### config.mk
export PLATFORM = sky130hd
export DESIGN_NAME = var_shift_engine_flat
export DESIGN_NICKNAME = d
export VERILOG_FILES = /design/src/rtl/var_shift_pkg.sv /design/src/rtl/var_shift_if.sv /design/src/rtl/var_shift_step.sv /design/src/rtl/var_shift_engine.sv /design/src/flat_wrapper.sv
export SDC_FILE = /design/constraint.sdc
export NUM_CORES = 1
export LEC_CHECK = 0
export ABC_CLOCK_PERIOD_IN_PS = 2400
export CORE_AREA = 2 2 141 143
export CTS_CLUSTER_DIAMETER = 80
export DETAILED_ROUTE_END_ITERATION = 10
export DIE_AREA = 0 0 143 145
export PLACE_DENSITY = 0.78
export SETUP_SLACK_MARGIN = 0.4
export SYNTH_ARGS = -nofsm -noshare
export SYNTH_HDL_FRONTEND = slang
export SYNTH_SLANG_ARGS = --single-unit
### constraint.sdc
create_clock -name clk -period 2.4 [get_ports clk]
set_input_delay 0.48 -clock clk [delete_from_list [all_inputs] [get_ports clk]]
set_output_delay 0.48 -clock clk [all_outputs]
set_load 0.01 [all_outputs]
### src/rtl/var_shift_pkg.sv
// var_shift_pkg: shared types and constants for the variable shift engine.
//   mode_t  : shift mode encoding (fill-in, logical, arithmetic, rotate)
//   state_t : control FSM states (IDLE, SHIFT, DONE)
//   DIR_*   : direction encoding of the dir input
package var_shift_pkg;

    typedef enum logic [1:0] {
        MODE_FILL  = 2'b00,
        MODE_LOG   = 2'b01,
        MODE_ARITH = 2'b10,
        MODE_ROT   = 2'b11
    } mode_t;

    typedef enum logic [1:0] {
        IDLE,
        SHIFT,
        DONE
    } state_t;

    localparam logic DIR_RIGHT = 1'b0;
    localparam logic DIR_LEFT  = 1'b1;

endpackage

### src/rtl/var_shift_if.sv
// var_shift_if: request/result bundle of the variable shift engine.
//   ld, ld_data                 : direct load of q (honoured in IDLE only)
//   start_valid, start_ready    : operation handshake
//   dir, mode, shift, din       : operation parameters, captured on accept
//   q, busy, done               : register contents and status
//   sticky                      : OR of shifted-out bits (only with VAR_SHIFT_STICKY_EN)
// master drives requests (client side), slave is the engine.
interface var_shift_if #(
    parameter int WIDTH = 32,
    parameter int SHW   = $clog2(WIDTH) + 1
);
    logic             ld;
    logic [WIDTH-1:0] ld_data;
    logic             start_valid;
    logic             start_ready;
    logic             dir;
    logic [1:0]       mode;
    logic [SHW-1:0]   shift;
    logic [WIDTH-1:0] din;
    logic [WIDTH-1:0] q;
    logic             busy;
    logic             done;
`ifdef VAR_SHIFT_STICKY_EN
    logic             sticky;

    modport master (
        output ld, ld_data, start_valid, dir, mode, shift, din,
        input  start_ready, q, busy, done, sticky
    );
    modport slave (
        input  ld, ld_data, start_valid, dir, mode, shift, din,
        output start_ready, q, busy, done, sticky
    );
`else
    modport master (
        output ld, ld_data, start_valid, dir, mode, shift, din,
        input  start_ready, q, busy, done
    );
    modport slave (
        input  ld, ld_data, start_valid, dir, mode, shift, din,
        output start_ready, q, busy, done
    );
`endif
endinterface

### src/rtl/var_shift_step.sv
// var_shift_step: combinational single-chunk shifter (k <= STEP bits).
//   q, fill   : current register and fill register
//   k         : bits to shift this chunk
//   dir, mode : operation captured at accept
//   sign      : q MSB sampled at accept (arithmetic right fill)
//   q_nxt     : register after this chunk
//   fill_nxt  : fill register with the consumed bits removed
//   out_or    : OR of the bits of q shifted out by this chunk
module var_shift_step
    import var_shift_pkg::*;
#(
    parameter int WIDTH = 32,
    parameter int STEP  = 8,
    parameter int KW    = $clog2(STEP) + 1
) (
    input  logic [WIDTH-1:0] q,
    input  logic [WIDTH-1:0] fill,
    input  logic [KW-1:0]    k,
    input  logic             dir,
    input  mode_t            mode,
    input  logic             sign,
    output logic [WIDTH-1:0] q_nxt,
    output logic [WIDTH-1:0] fill_nxt,
    output logic             out_or
);

    logic [WIDTH-1:0] word;

    // word is the source of incoming bits: concatenated beside q, a plain
    // double-width shift then covers fill-in, zero/sign fill and rotate alike.
    always_comb begin
        word     = mode == MODE_FILL ? fill :
                   mode == MODE_ROT ? q :
                   (mode == MODE_ARITH && dir == DIR_RIGHT) ? {WIDTH{sign}} : '0;
        q_nxt    = dir == DIR_LEFT ? WIDTH'(({q, word} << k) >> WIDTH)
                                   : WIDTH'({word, q} >> k);
        fill_nxt = dir == DIR_LEFT ? fill << k : fill >> k;
        out_or   = dir == DIR_LEFT ? |(q & ~({WIDTH{1'b1}} >> k))
                                   : |(q & ~({WIDTH{1'b1}} << k));
    end

endmodule

### src/rtl/var_shift_engine.sv
// var_shift_engine: WIDTH-bit register with direct load and multi-cycle
// variable shift (fill-in / logical / arithmetic / rotate), STEP bits per cycle.
//   clk : clock, rising edge
//   clr : asynchronous active-low clear
//   en  : global enable, 0 freezes all state
//   bus : var_shift_if slave (load, start handshake, operands, q/busy/done)
// Optional: define VAR_SHIFT_STICKY_EN to add bus.sticky, the OR of all bits
// shifted out of q during the last operation (always 0 for rotate and S=0).
module var_shift_engine
    import var_shift_pkg::*;
#(
    parameter int WIDTH = 32,
    parameter int STEP  = 8,
    parameter int SHW   = $clog2(WIDTH) + 1
) (
    input logic      clk,
    input logic      clr,
    input logic      en,
    var_shift_if.slave bus
);

    localparam int KW = $clog2(STEP) + 1;

    state_t           state, state_nxt;
    logic [WIDTH-1:0] q, fill, q_step, fill_step;
    logic [SHW-1:0]   remaining, s_amt;
    logic [KW-1:0]    k;
    logic             dir_r, sign_r, out_or, accept;
    mode_t            mode_r;

    assign bus.start_ready = en && state == IDLE && !bus.ld;
    assign bus.busy        = state != IDLE;
    assign bus.done        = state == DONE;
    assign bus.q           = q;
    assign accept          = bus.start_valid && bus.start_ready;

    // Rotate wraps modulo WIDTH; every other mode saturates at WIDTH.
    assign s_amt = mode_t'(bus.mode) == MODE_ROT ? {1'b0, bus.shift[SHW-2:0]} :
                   bus.shift > SHW'(WIDTH) ? SHW'(WIDTH) : bus.shift;
    assign k     = remaining > SHW'(STEP) ? KW'(STEP) : KW'(remaining);

    var_shift_step #(
        .WIDTH (WIDTH),
        .STEP  (STEP),
        .KW    (KW)
    ) u_step (
        .q        (q),
        .fill     (fill),
        .k        (k),
        .dir      (dir_r),
        .mode     (mode_r),
        .sign     (sign_r),
        .q_nxt    (q_step),
        .fill_nxt (fill_step),
        .out_or   (out_or)
    );

    always_comb begin
        state_nxt = state;
        if (en) begin
            case (state)
                IDLE:    state_nxt = accept ? (s_amt == '0 ? DONE : SHIFT) : IDLE;
                SHIFT:   state_nxt = remaining == SHW'(k) ? DONE : SHIFT;
                DONE:    state_nxt = IDLE;
                default: state_nxt = IDLE;
            endcase
        end
    end

    always_ff @(posedge clk or negedge clr) begin
        if (!clr) begin
            state     <= IDLE;
            q         <= '0;
            fill      <= '0;
            remaining <= '0;
            dir_r     <= DIR_RIGHT;
            mode_r    <= MODE_FILL;
            sign_r    <= 1'b0;
        end else if (en) begin
            state <= state_nxt;
            if (state == IDLE && bus.ld) begin
                q <= bus.ld_data;
            end else if (accept) begin
                dir_r     <= bus.dir;
                mode_r    <= mode_t'(bus.mode);
                fill      <= bus.din;
                sign_r    <= q[WIDTH-1];
                remaining <= s_amt;
            end else if (state == SHIFT) begin
                q         <= q_step;
                fill      <= fill_step;
                remaining <= remaining - SHW'(k);
            end
        end
    end

`ifdef VAR_SHIFT_STICKY_EN
    logic sticky;

    always_ff @(posedge clk or negedge clr) begin
        if (!clr) begin
            sticky <= 1'b0;
        end else if (en) begin
            if (accept) begin
                sticky <= 1'b0;
            end else if (state == SHIFT && mode_r != MODE_ROT) begin
                sticky <= sticky | out_or;
            end
        end
    end

    assign bus.sticky = sticky;
`else
    logic unused_out_or;
    assign unused_out_or = out_or;
`endif

endmodule
### src/flat_wrapper.sv
// flat-port wrapper written by rule: the top's interface ports become plain ports
module var_shift_engine_flat import var_shift_pkg::*;
#(
    parameter int WIDTH = 32,
    parameter int STEP  = 8,
    parameter int SHW   = $clog2(WIDTH) + 1
)
  (clk, clr, en, bus_ld, bus_ld_data, bus_start_valid, bus_dir, bus_mode, bus_shift, bus_din, bus_start_ready, bus_q, bus_busy, bus_done);
  var_shift_if #(.WIDTH(WIDTH), .SHW(SHW)) bus_i ();
  input logic clk;
  input logic clr;
  input logic en;
  input wire logic [$bits(bus_i.ld)-1:0] bus_ld;
  input wire logic [$bits(bus_i.ld_data)-1:0] bus_ld_data;
  input wire logic [$bits(bus_i.start_valid)-1:0] bus_start_valid;
  input wire logic [$bits(bus_i.dir)-1:0] bus_dir;
  input wire logic [$bits(bus_i.mode)-1:0] bus_mode;
  input wire logic [$bits(bus_i.shift)-1:0] bus_shift;
  input wire logic [$bits(bus_i.din)-1:0] bus_din;
  output wire logic [$bits(bus_i.start_ready)-1:0] bus_start_ready;
  output wire logic [$bits(bus_i.q)-1:0] bus_q;
  output wire logic [$bits(bus_i.busy)-1:0] bus_busy;
  output wire logic [$bits(bus_i.done)-1:0] bus_done;
  assign bus_i.ld = bus_ld;
  assign bus_i.ld_data = bus_ld_data;
  assign bus_i.start_valid = bus_start_valid;
  assign bus_i.dir = bus_dir;
  assign bus_i.mode = bus_mode;
  assign bus_i.shift = bus_shift;
  assign bus_i.din = bus_din;
  assign bus_start_ready = bus_i.start_ready;
  assign bus_q = bus_i.q;
  assign bus_busy = bus_i.busy;
  assign bus_done = bus_i.done;
  var_shift_engine #(.WIDTH(WIDTH), .STEP(STEP), .SHW(SHW)) u_core (.clk(clk), .clr(clr), .en(en), .bus(bus_i));
endmodule
==> out/qor.yml, run 1 <==
logic_synthesis:
  yosysTopAreaCell: "dfrtp_1"
  ys_top_cells_by_area: "dfrtp_1 (19%), mux2i_1 (15%), nand2_1 (8.6%), a21oi_1 (5.6%), nor2_1 (5.5%)"
  syn_area_per_cell_sq_um: 7.113
  syn_area_sq_um: 10030
  synth_edf_count: 0
  synth_seq_cells: 76
  ys.flop_type: "dfrtp_1"
  synth_cell_type_count: 67
  synth-async-reset-ratio: 1.000
  synth_top_area_frac: 0.1896
  synthCells: 1410
  yosys_warnings: 0
  syn-num-nets: 1489
  synth-seq-area-share: 0.1896
floorplan:
  die_w_um: 143
  start_util: 0.5222
  pin_count: 113
  die_y_um: 145
  fp-row-count: 51
grt:
  grtUsageTotal: 0.7379
  gr-total-overflow: 119
  grt_max_degree: 46
placement:
  dp_slack_ns: -0.4149
  place_area_sq_um: 13860
  gp_congestion: 1.089
  io_buffers: 112
  dp_hpwl_mm: 39.94
clock_network:
  cts_hold_repair.buffers: 0
  clock_sinks: 76
  cts-htree-levels: 3
  cts_root_buf: "clkbuf_16"
  cts_made_buffers: 9
  clock_path_buffers: 2
sta:
  worstEndpointGrtRepair: "u_core.fill[19]$_DFFE_PN0P_/D"
  worstEpCategory: "register input"
run_status:
  haltStage: "5_1_grt"
  stop_error: "[ERROR GRT-0232] Routing congestion too high. Check the congestion heatmap in the GUI."
  outcome: "did not finish"
==> kinds of logic after synthesis <==
group	Yosys count	synth area share
AND/OR/NAND/NOR	508	0.2202
flip-flops	76	0.1896
AO/OA/AOI/OAI	486	0.3286
adder cells (fa/ha/maj)	1	0.001247
multiplexers	181	0.1887
buffers and inverters	156	0.07036
XOR/XNOR	1	0.0008734
other	1	0.0003739
==> cells in the mapped netlist (all sizes together) (3+ instances only) <==
cell     count
nand2      230
mux2i      149
nor2       146
a21oi      113
o21ai       90
clkbuf      83
dfrtp       76
buf         63
a31oi       36
nand3       34
a211oi      31
mux2        29
a221oi      28
o211ai      28
a22oi       22
nor3        21
and3        18
nor2b       18
a221o       16
o32a        15
o22a        14
o22ai       14
and2        13
a22o        11
inv         10
a21o         9
a32oi        8
o221ai       7
a211o        6
o2111ai      6
o21a         6
a2111oi      5
nor4b        5
a41oi        4
nand2b       4
or2          4
or3          4
mux4         3
o2bb2ai      3
o31ai        3
or4b         3
==> metal layers <==
metal / GRT usage / overflow
met5: 0.07769 / 0
met4: 0.7277 / 48
met3: 0.5073 / 1
met2: 0.9055 / 70
met1: 0.7964 / 0
==> through the flow <==
step           setup TNS [ns]  hold slack [ns]  std cells
2_1_floorplan         -0.5067           0.1844       1410
3_5_place_dp           -14.67           0.4591       2001
4_1_cts                -10.26          0.07639       2050
3_3_place_gp           -12.19           0.4586       2001
==> timing repair <==
item                                    CTS
endpoints found under the setup margin   78
buffers inserted                         28
resized for setup                       148
cloned                                    5
pin swaps                                23
==> run 2, diff against run 1 <==
--- a/config.mk
+++ b/config.mk
@@ -5,13 +5,11 @@
 export SDC_FILE = /design/constraint.sdc
 export NUM_CORES = 1
 export LEC_CHECK = 0
-export ABC_CLOCK_PERIOD_IN_PS = 2400
-export CORE_AREA = 2 2 141 143
-export CTS_CLUSTER_DIAMETER = 80
+export ABC_CLOCK_PERIOD_IN_PS = 3100
+export CORE_AREA = 2 2 162 164
 export DETAILED_ROUTE_END_ITERATION = 10
-export DIE_AREA = 0 0 143 145
-export PLACE_DENSITY = 0.78
-export SETUP_SLACK_MARGIN = 0.4
+export DIE_AREA = 0 0 164 166
+export PLACE_DENSITY_LB_ADDON = 0.15
 export SYNTH_ARGS = -nofsm -noshare
 export SYNTH_HDL_FRONTEND = slang
 export SYNTH_SLANG_ARGS = --single-unit
==> constraint.sdc (replaced) <==
create_clock -name clk -period 3.1 [get_ports clk]
set_input_delay 0.62 -clock clk [delete_from_list [all_inputs] [get_ports clk]]
set_output_delay 0.62 -clock clk [all_outputs]
set_load 0.01 [all_outputs]
==> run 2 against run 1 <==
The run now ends clean. Synthesized cell count is the same. Synthesized area is the same.
==> out/qor.yml, run 2 <==
flow_run:
  max-cap-violations: 0
setup_path:
  critPathLaunch: "u_core.remaining[3]"
  crit_end: "u_core.fill[19]"
  r2r_cells: 7
  end_kind: "flop"
  arrival_ns: 3.25
  worstSetupPathType: "reg2reg"
  path_cells: "or4b_4 -> buf_4 -> mux2i_1 -> mux2i_1 -> o21ai_1 -> a211oi_1 -> or3_1"
  timing.rr.start: "u_core.remaining[3]"
  cp-start-kind: "flop"
  r2r-end: "u_core.fill[19]"
  reg2reg_slack_ns: 0.09
  cp_slowest_cell: "or4b_4"
  cpMostUsedCell: "mux2i_1"
  worst-path-max-fanout: 26
  crit_required_ns: 3.34
  crit_path_max_incr_delay_ns: 0.64
final_layout:
  layout_common_cells: "nand2_1 (229), mux2i_1 (149), nor2_1 (146)"
  num_antenna_cells: 0
  layout_commonest_cell: "nand2_1"
  drive_gt1_frac: 0.1214
  area_growth_pct: 22.65
  reg_top3: "u_core.bus.q: 32 flops, u_core.fill: 32 flops, u_core.remaining: 6 flops"
  final_nets: 1582
  stdcell_area_sq_um: 12300
logic_synthesis:
  syn-num-nets: 1489  # unchanged
  syn_area_per_cell_sq_um: 7.113  # unchanged
  synth_seq_cells: 76  # unchanged
  synth-seq-area-share: 0.1896  # unchanged
  synth_edf_count: 0  # unchanged
  synth-async-reset-ratio: 1.000  # unchanged
  synth_top_area_frac: 0.1896  # unchanged
  yosysTopAreaCell: "dfrtp_1"
  ys_top_cells_by_area: "dfrtp_1 (19%), mux2i_1 (15%), nand2_1 (8.6%), a21oi_1 (5.6%), nor2_1 (5.5%)"
  yosysMostFrequentCell: "nand2_1"
  synth-xor-area-share: 0.0008733  # unchanged
  muxShareOfSynthArea: 0.1887  # unchanged
  yosys_warnings: 0  # unchanged
  synth_compound_area_frac: 0.3286  # unchanged
  synth_common_cells: "nand2_1 (230), mux2i_1 (149), nor2_1 (146), a21oi_1 (113), o21ai_0 (86)"
  synth_top_family_by_area: "compound AO/OA/AOI/OAI gates"
  synthCells: 1410  # unchanged
  syn_area_sq_um: 10030  # unchanged
  yosys.area_share.simple: 0.2202  # unchanged
  synth_cell_type_count: 67  # unchanged
  ys.flop_type: "dfrtp_1"
  synthAdderAreaFrac: 0.001248  # unchanged
route:
  vias: 12570
  wl_met2_mm: 23.20
  wl_met3_mm: 4.410
  m1WireLength_mm: 20.17
  drtIter0Drc: 1821
  antenna_left: 0
  highest_layer: "met4"
  drt_wl_total_mm: 51.27
  avgViaCountPerCell: 6.818
  wl_per_cell_um: 27.82
  drcViolationCount: 0
  first_pass_iters: 6
clock_network:
  cts_hold_repair.buffers: 0  # unchanged
  clock_sinks: 76  # unchanged
  cts_made_buffers: 9  # unchanged
  postCtsSetupRepairBufs: 0  # -100%
  cts_root_buf: "clkbuf_16"
  path_clk_slew_ns: 0.07
  clock_path_buffers: 2  # unchanged
  clk_latency_ns: 0.36
  cts-htree-levels: 3  # unchanged
  cts_resized: 1  # -99%
  cts_tree: "yes"
placement:
  dp_hpwl_mm: 37.63  # -5.8%
  gp_congestion: 0.9773  # -10%
  place_area_sq_um: 11970  # -14%
  io_buffers: 112  # unchanged
sta:
  maxSlewHeadroom: 0.1969
  fin_worst_skew_ns: 0.008144
  fmax_mhz: 332.1
  tightest_slew_ns: 1.200
  maxSlewViolCount: 0
  period_share: 0.9715
  fin_setup_tns_ns: 0
  grt_setup_unrepaired: "no"
  min_period_ns: 3.011
  hold_violations: 0
  setup_viol: 0
floorplan:
  die_y_um: 166  # +14%
  start_util: 0.3915  # -0.1306
  die-area_sq_um: 27220
  fp-row-count: 59  # +16%
  pin_count: 113  # unchanged
  die_w_um: 164  # +15%
  core_area_sq_um: 25620
power_and_ir_drop:
  leakage_nw: 5.276
  pwr_density_cell_nw_per_um2: 1225
  ir_drop_mv: 0.4965
run_status:
  outcome: "completed"
worst_hold_path:
  hold_class: "in2async"
grt:
  gr-total-overflow: 0
  grt_pass1_vias: 12100
  antenna_found_initial: 0
  grt_max_degree: 60
  grt_pass1_wl_mm: 75.97
  grtUsageTotal: 0.3681
-- run 2: cell counts after synthesis --
No cell type changed its count.
-- run 2: where the power goes --
group          total, mW  switching [mW]  internal, mW  leakage [nW]
Clock               1.29           0.535         0.752         0.159
Sequential          2.70            1.25          1.45         0.858
Combinational       11.1            6.73          4.35          4.26
-- run 2: how the worst min path moves through the flow --
stage	from	to	slack [ns]
3_5_place_dp	u_core.sign_r	u_core.sign_r	0.47
3_3_place_gp	u_core.sign_r	u_core.sign_r	0.48
4_1_cts	clr	u_core.bus.q[28]	0.29
5_1_grt	clr	u_core.bus.q[28]	0.30
2_1_floorplan	clr	u_core.bus.q[0]	0.32
6_report	clr	u_core.bus.q[28]	0.26
-- run 2: cell families after synthesis --
kind of cell,Yosys count
other,1
DFF,76
adders and majority gates,1
muxes,181
AOI/OAI and AO/OA,486
buffers and inverters,156
and+or+nand+nor,508
xor gates and xnor gates,1
-- run 2: routing by layer --
metal | up-vias | track usage
met2 | 926 | 0.5786
met1 | 5969 | 0.4778
li1 | 5470 | -
met3 | 201 | 0.04446
met5 | - | 0
met4 | 0 | 0.2296
-- run 2: area by class of cell --
cell class	count	area, sq um
fill	2601	13310
multi-input combinational	1178	7473
tap	335	419.2
sequential	76	1903
timing repair buffer	228	2140
inverter	10	37.54
clock buffer	12	256.5
clock inverter	4	72.57
-- run 2: metrics by stage --
| step | setup WS, ns | hold WS [ns] | power, mW | instances | util |
|---|---|---|---|---|---|
| 2_1_floorplan | 0.4533 | 0.3244 | 8.990 | 1410 | - |
| 3_3_place_gp | -0.05677 | 0.4771 | 13.38 | 1827 | 0.4674 |
| 3_5_place_dp | -0.05923 | 0.4744 | 13.35 | 1827 | 0.4674 |
| 4_1_cts | 0.1847 | 0.2948 | 14.66 | 1843 | 0.4802 |
| 5_1_grt | 0.07379 | 0.3028 | 15.76 | 1843 | 0.4802 |
| 6_report | 0.08850 | 0.2630 | 15.07 | 1843 | 0.4802 |
-- run 2: critical path, delay by kind of cell, from the launching register on --
kind,cells,cell delay [ns]
simple gates,2,1.05
compound gates,2,0.65
flops,1,0.38
mux,2,0.47
buf+inv,1,0.30
(Power assumes the default switching activity.)
